==> src/rtl/bdi_pkg.sv <==
// Shared definitions for the bit-deinterleaver SRAM controller.
//   state_t    : controller FSM encoding (IDLE / WRITE / READ)
//   A_WID_DEF  : default SRAM address width
//   D_WID_DEF  : default soft-bit width
//   frame_len(): number of soft bits in one frame (ROWS*COLS)
package bdi_pkg;

    typedef enum logic [1:0] {
        IDLE  = 2'd0,
        WRITE = 2'd1,
        READ  = 2'd2
    } state_t;

    localparam int A_WID_DEF = 18;
    localparam int D_WID_DEF = 6;

    function automatic int frame_len(input int rows, input int cols);
        return rows * cols;
    endfunction

endpackage

==> src/rtl/bdi_out_buf.sv <==
// Two-entry output FIFO sitting behind the SRAM read port.
//   CLK, RST       : clock, synchronous active-high reset
//   push/push_data : write one entry (caller guarantees room)
//   pop            : drop the head entry (caller guarantees occ != 0)
//   occ            : current number of entries (0..2)
//   head           : oldest entry; reads 0 after reset
module bdi_out_buf
    import bdi_pkg::*;
#(
    parameter int D_WID = D_WID_DEF
) (
    input  logic             CLK,
    input  logic             RST,
    input  logic             push,
    input  logic [D_WID-1:0] push_data,
    input  logic             pop,
    output logic [1:0]       occ,
    output logic [D_WID-1:0] head
);

    logic [1:0][D_WID-1:0] mem;
    logic                  wptr, rptr;

    always_ff @(posedge CLK) begin
        if (RST) begin
            mem  <= '0;
            wptr <= 1'b0;
            rptr <= 1'b0;
            occ  <= 2'd0;
        end else begin
            if (push) begin
                mem[wptr] <= push_data;
                wptr      <= ~wptr;
            end
            if (pop)
                rptr <= ~rptr;
            // push and pop together leave occupancy unchanged
            occ <= occ + {1'b0, push} - {1'b0, pop};
        end
    end

    assign head = mem[rptr];

endmodule

==> src/rtl/bdi_sram_ctrl.sv <==
// Frame SRAM initiator for the bit deinterleaver.
// Writes one frame of ROWS*COLS soft bits in arrival (row-major) order, then
// reads it back column-major into a 2-entry buffer and streams it out.
//   CLK, RST              : clock, synchronous active-high reset
//   in_valid/in_ready     : soft-bit input handshake, in_data payload
//   out_valid/out_ready   : deinterleaved output handshake, out_data payload
//   frame_done            : pulse with acceptance of the last output of a frame
//   mem_a/cen/wen/d, mem_q: single-port SRAM, active-low strobes, 1-cycle read
module bdi_sram_ctrl
    import bdi_pkg::*;
#(
    parameter int ROWS  = 360,
    parameter int COLS  = 408,
    parameter int A_WID = A_WID_DEF,
    parameter int D_WID = D_WID_DEF
) (
    input  logic             CLK,
    input  logic             RST,
    input  logic             in_valid,
    output logic             in_ready,
    input  logic [D_WID-1:0] in_data,
    output logic             out_valid,
    input  logic             out_ready,
    output logic [D_WID-1:0] out_data,
    output logic             frame_done,
    output logic [A_WID-1:0] mem_a,
    output logic             mem_cen,
    output logic             mem_wen,
    output logic [D_WID-1:0] mem_d,
    input  logic [D_WID-1:0] mem_q
);

    localparam int               FLEN     = frame_len(ROWS, COLS);
    localparam logic [A_WID-1:0] LAST_WR  = A_WID'(FLEN - 1);
    localparam logic [A_WID-1:0] ROW_LAST = A_WID'(ROWS - 1);
    localparam logic [A_WID-1:0] COLS_C   = A_WID'(COLS);
    localparam logic [A_WID-1:0] A_ONE    = 1;
    localparam logic [A_WID:0]   FLEN_C   = (A_WID+1)'(FLEN);
    localparam logic [A_WID:0]   LAST_OUT = (A_WID+1)'(FLEN - 1);
    localparam logic [A_WID:0]   C_ONE    = 1;

    state_t           state, state_nxt;
    logic [A_WID-1:0] wr_addr, rd_addr, row, col;
    logic [A_WID:0]   rd_cnt, out_cnt;
    logic             rd_pend;    // read strobed last cycle, data on mem_q now
    logic             wr_go, rd_go, pop;
    logic [1:0]       occ;
    logic [2:0]       credit;

    bdi_out_buf #(.D_WID(D_WID)) u_buf (
        .CLK       (CLK),
        .RST       (RST),
        .push      (rd_pend),
        .push_data (mem_q),
        .pop       (pop),
        .occ       (occ),
        .head      (out_data)
    );

    assign in_ready   = (state == WRITE);
    assign out_valid  = (occ != 2'd0);
    assign pop        = out_valid & out_ready;
    assign frame_done = pop & (out_cnt == LAST_OUT);

    // Slots the buffer will still hold after this cycle. Counting the pop
    // lets a new read go out every cycle while out_ready stays high.
    assign credit = {1'b0, occ} + {2'b0, rd_pend} - {2'b0, pop};

    always_comb begin
        state_nxt = state;
        wr_go     = 1'b0;
        rd_go     = 1'b0;
        mem_cen   = 1'b1;
        mem_wen   = 1'b1;
        mem_a     = '0;
        mem_d     = '0;
        unique case (state)
            IDLE: state_nxt = WRITE;
            WRITE: begin
                wr_go = in_valid;
                if (in_valid) begin
                    mem_cen = 1'b0;
                    mem_wen = 1'b0;
                    mem_a   = wr_addr;
                    mem_d   = in_data;
                    if (wr_addr == LAST_WR)
                        state_nxt = READ;
                end
            end
            READ: begin
                rd_go = (rd_cnt != FLEN_C) && (credit < 3'd2);
                if (rd_go) begin
                    mem_cen = 1'b0;
                    mem_a   = rd_addr;
                end
                if (frame_done)
                    state_nxt = WRITE;
            end
            default: state_nxt = IDLE;
        endcase
    end

    always_ff @(posedge CLK) begin
        if (RST) begin
            state   <= IDLE;
            wr_addr <= '0;
            rd_addr <= '0;
            row     <= '0;
            col     <= '0;
            rd_cnt  <= '0;
            out_cnt <= '0;
            rd_pend <= 1'b0;
        end else begin
            state   <= state_nxt;
            rd_pend <= rd_go;
            if (wr_go)
                wr_addr <= (wr_addr == LAST_WR) ? '0 : wr_addr + A_ONE;
            // column-major walk: step down a column by COLS, restart at the
            // top of the next column once the last row is read
            if (rd_go) begin
                rd_cnt <= rd_cnt + C_ONE;
                if (row == ROW_LAST) begin
                    row     <= '0;
                    col     <= col + A_ONE;
                    rd_addr <= col + A_ONE;
                end else begin
                    row     <= row + A_ONE;
                    rd_addr <= rd_addr + COLS_C;
                end
            end
            if (pop)
                out_cnt <= out_cnt + C_ONE;
            if (frame_done) begin
                rd_addr <= '0;
                row     <= '0;
                col     <= '0;
                rd_cnt  <= '0;
                out_cnt <= '0;
            end
        end
    end

endmodule

==> config.mk <==
export PLATFORM = sky130hd
export DESIGN_NAME = bdi_sram_ctrl
export DESIGN_NICKNAME = d
export VERILOG_FILES = /design/src/rtl/bdi_pkg.sv /design/src/rtl/bdi_out_buf.sv /design/src/rtl/bdi_sram_ctrl.sv
export SDC_FILE = /design/constraint.sdc
export NUM_CORES = 1
export LEC_CHECK = 0
export BUFFER_PORTS_ARGS = -buffer_cell sky130_fd_sc_hd__buf_2
export CAP_MARGIN = 15
export CORE_MARGIN = 1
export CORE_UTILIZATION = 45
export DETAILED_ROUTE_END_ITERATION = 8
export GPL_TIMING_DRIVEN = 0
export PLACE_DENSITY_LB_ADDON = 0.2
export SETUP_SLACK_MARGIN = 0.15
export SYNTH_ARGS = -nofsm -noshare
export SYNTH_HDL_FRONTEND = slang
export SYNTH_SLANG_ARGS = --single-unit
==> constraint.sdc <==
create_clock -name CLK -period 13.2 [get_ports CLK]
set_input_delay 3.3 -clock CLK [delete_from_list [all_inputs] [get_ports CLK]]
set_output_delay 3.3 -clock CLK [all_outputs]
set_load 0.05 [all_outputs]
* Word-level counts from Yosys, hierarchy flattened
Index checks and enable logic that the tools add are counted.
** Word-level totals
- Register bits :: 129
- Logic and storage cells :: 70
** Cells by class
- $add $sub $neg :: 10
- Magnitude comparators :: 4
- Equality and inequality tests :: 9
- Multiplexer cells :: 23
- Bitwise gates (word level) :: 4
- Reductions and logical operators :: 7
** Operator list (number)
- $mux W18 :: 5
- $add A18 B1 Y18 const B :: 3
- $add A19 B1 Y19 const B :: 2
- $pmux W18 S2 :: 1
- $mux W6 :: 5
- $eq A19 B18 Y1 const B :: 1
- $ne A19 B18 Y1 const B :: 1
- $add A18 B9 Y18 const B :: 1
- $eq A18 B18 Y1 const B :: 1
- $eq A18 B9 Y1 const B :: 1
- $bwmux W12 :: 1
- $demux W6 S1 :: 1
- $mux W2 :: 3
- $pmux W2 S3 :: 1
- $mux W1 :: 5
- $lt A1 B2 Y1 const B :: 2
- $ne A2 B2 Y1 const B :: 2
- $add A2 B1 Y3 :: 1
- $lt A3 B2 Y1 const B :: 1
- $reduce_and A3 Y1 :: 1
- $sub A3 B1 Y3 :: 1
- $add A2 B1 Y2 :: 1
- $and A1 B1 Y1 :: 2
- $eq A2 B1 Y1 const B :: 1
- 11 further kinds :: 13

* Logic depth before layout (Yosys ltp)
- Word-level depth :: 7
- Gate-level depth with buffers :: 15

* Hierarchy
Synthesis repeated with hierarchy kept, for this count alone.
** Second synthesis, totals
- Cells, all modules :: 828
- Area total of the unflattened synthesis :: 6757.7 sq um
** By module, submodules not included
- bdi_sram_ctrl :: times used 1, cells each 751, area each 6070.8 sq um
- bdi_out_buf :: times used 1, cells each 77, area each 686.9 sq um

* Worst setup path after synthesis
Ideal clock, no wire load.
- Path type :: input to output
- Start point :: input port out_ready
- End point :: output port mem_a[1]
- Arrival :: 6633 ps
- Data required time :: 9900 ps
- Slack :: 3267 ps
- Stages :: 14
- Cells stage by stage :: o21ai_1 inv_1 ha_1 inv_1 ha_1 inv_1 fa_1 xnor2_1 and3_1 o21a_2 buf_6 buf_2 nand2_1 a21boi_0
** On the way
- Longest elaborated chain between the ends :: 6
** RTL lines
- start: declaration :: RTL line bdi_sram_ctrl.sv:23 : input logic out_ready,
- $and A1 B1 Y1 :: RTL line bdi_sram_ctrl.sv:62 : assign pop = out_valid & out_ready;
- named net pop :: RTL line bdi_sram_ctrl.sv:46 : logic wr_go, rd_go, pop;
- $sub A3 B1 Y3 :: RTL line bdi_sram_ctrl.sv:67 : assign credit = {1'b0, occ} + {2'b0, rd_pend} - {2'b0, pop};
- $lt A3 B2 Y1 :: RTL line bdi_sram_ctrl.sv:91 : rd_go = (rd_cnt != FLEN_C) && (credit < 3'd2);
- $logic_and A1 B1 Y1 :: RTL line bdi_sram_ctrl.sv:91
- $mux W18 :: RTL line bdi_sram_ctrl.sv:92 : if (rd_go) begin
- $pmux W18 S2 :: RTL line bdi_sram_ctrl.sv:77 : unique case (state)
- end: declaration :: RTL line bdi_sram_ctrl.sv:26 : output logic [A_WID-1:0] mem_a,
The timed path passes the listed nets, and every way through them passes these cells.

* Worst setup path in the final report
- Start point :: input port out_ready
- End point :: output port mem_a[13]
The elaborated chain is that of the path after synthesis.

==> results.toml <==
[global_routing]
antenna_found_initial = 0
grt_usage = 0.213
grt.overflow.total = 0
grt_pass1_wl_um = 24800
grt_start_max_net_pins = 17
grt_pass1_vias = 5129

[clock_tree]
cts.clk_slew.worst_paths_ns = 0.06
cts_max_level = 4
cts_root_buf = "clkbuf_16"
tritoncts.num_buffers = 17
postCtsHoldBufs = 0
cts_tree = "built"
cts_sinks = 129
cts_resized = 0
cts_setup_buffers = 0
clock_latency_ns = 0.42
max-clock-path-buffers = 2

[routing]
vias_per_cell = 5.35
wire_per_inst_um = 14.5
routed_wl_um = 15500
via_count = 5724
drt_iter0_drc = 309
ant_nets = 0
drc_errors = 0
detail_route.first_pass.iterations = 5

[floorplanning]
dieWidth_um = 123
num_rows = 44
die_y_um = 123
die-area_mm2 = 0.0152
start_util = 0.458
io_pins = 51
core-area_mm2 = 0.0145

[worst_setup_path]
reg2regPathDepth = 14
cp_num_cells = 15
critPathRequiredTime_ns = 9.90
critPathMostFrequentCell = "inv_1"
slowest_stage = "clkbuf_1"
path_cells = "buf_2, o21ai_1, inv_1, ha_1, inv_1, ha_1, inv_1, fa_1, xnor2_1, and3_1, o21a_2, clkbuf_1, a22oi_1, nor2b_1, buf_2"
r2r_slack_ns = 9.78
path_class = "input pin to output pin"
end_kind = "output pin"
crit_buf_inv = 6
startpoint = "out_ready"
cp_top_family = "buffers and inverters"
reg2reg_to = "rd_addr[16]$_SDFFE_PP0P_"
start_kind = "input pin"
r2r-start = "u_buf.occ[1]$_SDFF_PP0_"
slowest_delay_ns = 0.41
worstPathMaxFanout = 10
worstPathArrival_ns = 6.44

[run_status]
status = "finished clean"

[synth]
synth_area_mm2 = 0.00664
synthCells = 806
synthArstFlopShare = 0
synth-main-ff-cell = "dfxtp_1"
ys_seq_area_frac = 0.389
ys_types = 57
ys_ff_latch = 129
synth.avg_cell_area_um2 = 8.23
synth_nets = 836
yosys_warnings = 0
synth_edf_count = 0

[finish]
area_growth_pct = 17.1
postLayoutCoreUtil = 0.537
finalNonFillerCells = 1070
fill_cells = 1391
drive_gt1_frac = 0.124
antenna_cells = 0
num-nets-final = 903

[placement]
portBuffers = 48
dp_hpwl_um = 11000
placedCellCount = 1038
place.gp.congestion = 0.861

[timing]
tightest_slew_ns = 0.803
final-setup-viol-count = 0
hold_viol = 0
slew_headroom = 0.463
max_freq_mhz = 103
skew_ns = 0.00879
period_share = 0.738
slew_violations = 0
rsz0062_at_grt = "false"
tns_ns = 0
fin_crit_ns = 9.74

[job]
cap_violations = 0

[hold_path]
min_from = "u_buf.mem[7]$_SDFFE_PP0P_"
worstHoldPathCells = 2
min_to = "u_buf.mem[7]$_SDFFE_PP0P_"
min_path_type = "flop to flop"

[power_and_ir_drop]
finalPower_w = 0.000971
vdd_drop_max_v = 0.0000943
p_leak_nw = 2.79
powerDensity_mw_per_mm2 = 125
-- state kept, by name, indices dropped and copies added, names as in the netlist --
signal / cells
out_cnt: 19
rd_cnt: 19
col: 18
rd_addr: 18
row: 18
wr_addr: 18
u_buf.mem: 12
state: 2
u_buf.occ: 2
rd_pend: 1
u_buf.rptr: 1
u_buf.wptr: 1
-- per-stage QoR --
step | hold WS [ns] | area (um2) | setup slack [ns]
5_1_grt | 0.484 | 7770 | 3.17
4_1_cts | 0.456 | 7770 | 3.43
6_report | 0.454 | 7770 | 3.46
3_3_place_gp | 0.443 | 7110 | 3.44
2_1_floorplan | 0.433 | 6640 | 3.27
3_5_place_dp | 0.447 | 7110 | 3.43
-- worst reg2reg max path, delay by kind of cell, from the launching register on --
family          cells  cell delay, ns
compound gates      4            1.06
fa+ha+maj           3            0.81
simple gates        1            0.26
xor+xnor            1            0.23
flops               1            0.36
buf+inv             5            0.59
-- layout by cell type, fill, tap and decap left out, types with 5 or more instances in the layout --
master / synthesis / final
a21oi_1: 35 / 35
a22oi_1: 17 / 17
and2_1: 5 / 5
and3_1: 21 / 21
and4_1: 10 / 10
buf_2: 7 / 55
bufinv_16: 0 / 5
clkbuf_1: 29 / 29
clkbuf_16: 0 / 17
dfxtp_1: 129 / 129
ha_1: 13 / 13
inv_1: 24 / 24
mux2_2: 6 / 6
mux2i_1: 8 / 8
nand2_1: 60 / 60
nand3_1: 39 / 39
nand3b_1: 5 / 5
nand4_1: 31 / 31
nor2_1: 131 / 131
nor2b_1: 21 / 21
nor3_1: 22 / 22
nor4_1: 8 / 8
o21ai_0: 15 / 15
xnor2_1: 48 / 48
xor2_1: 54 / 54
-- layout make-up --
class,instances,area [um2],share of cell area
multi-input cells,612,3790,0.487
flip-flops and latches,129,2580,0.332
clock buffers,19,453,0.0583
repair buffers,48,240,0.0309
well taps,184,230,0.0296
clock inverters,13,209,0.0269
plain buffers,41,178,0.0229
inverters,24,90.1,0.0116
-- logic make-up (layout without fill, tap and decap cells) --
group / after synthesis / in the layout / share of synthesized area
flops: 129 / 129 / 0.389
buf+inv: 65 / 145 / 0.0403
xor+xnor: 102 / 102 / 0.135
mux: 14 / 14 / 0.0222
fa+ha+maj: 14 / 14 / 0.0275
compound gates: 98 / 98 / 0.0960
simple gates: 384 / 384 / 0.290
-- cell usage after synthesis, drive strengths merged (3+ instances only) --
master	instances	area [um2]
nor2	131	492
dfxtp	129	2580
nand2	62	238
xor2	54	473
xnor2	48	420
nand3	42	225
a21oi	35	175
nand4	31	194
clkbuf	29	109
inv	24	90.1
nor3	22	110
and3	21	131
nor2b	21	131
o21ai	20	111
a22oi	17	128
ha	13	163
buf	12	68.8
and4	10	87.6
mux2i	8	80.1
nor4	8	50.1
and2	6	37.5
mux2	6	67.6
nand3b	5	37.5
nand2b	4	25.0
or2	4	25.0
or3	4	25.0
a32o	3	30.0
nor4b	3	26.3
o211ai	3	22.5
o22ai	3	18.8
-- where the power goes --
group          switching, W  internal (W)  leakage (nW)  total [W]
clock network      0.000176      0.000345         0.315   0.000521
logic             0.0000366     0.0000177          1.43  0.0000544
registers        0.00000299      0.000392          1.04   0.000395
-- layer usage --
layer | up-vias | part of all wire | GRT usage
li1 | 2914 | - | -
met1 | 2680 | 0.48 | 0.278
met2 | 111 | 0.46 | 0.343
met3 | 19 | 0.049 | 0.0517
met4 | 0 | 0.016 | 0.0715
met5 | - | 0 | 0
-- worst max path at each step --
stage           endpoint  slack (ns)
3_5_place_dp    mem_a[1]        3.43
4_1_cts         mem_a[1]        3.43
2_1_floorplan   mem_a[1]        3.27
5_1_grt         mem_a[1]        3.17
3_3_place_gp    mem_a[1]        3.44
6_report       mem_a[13]        3.46
(Power assumes the default switching activity.)
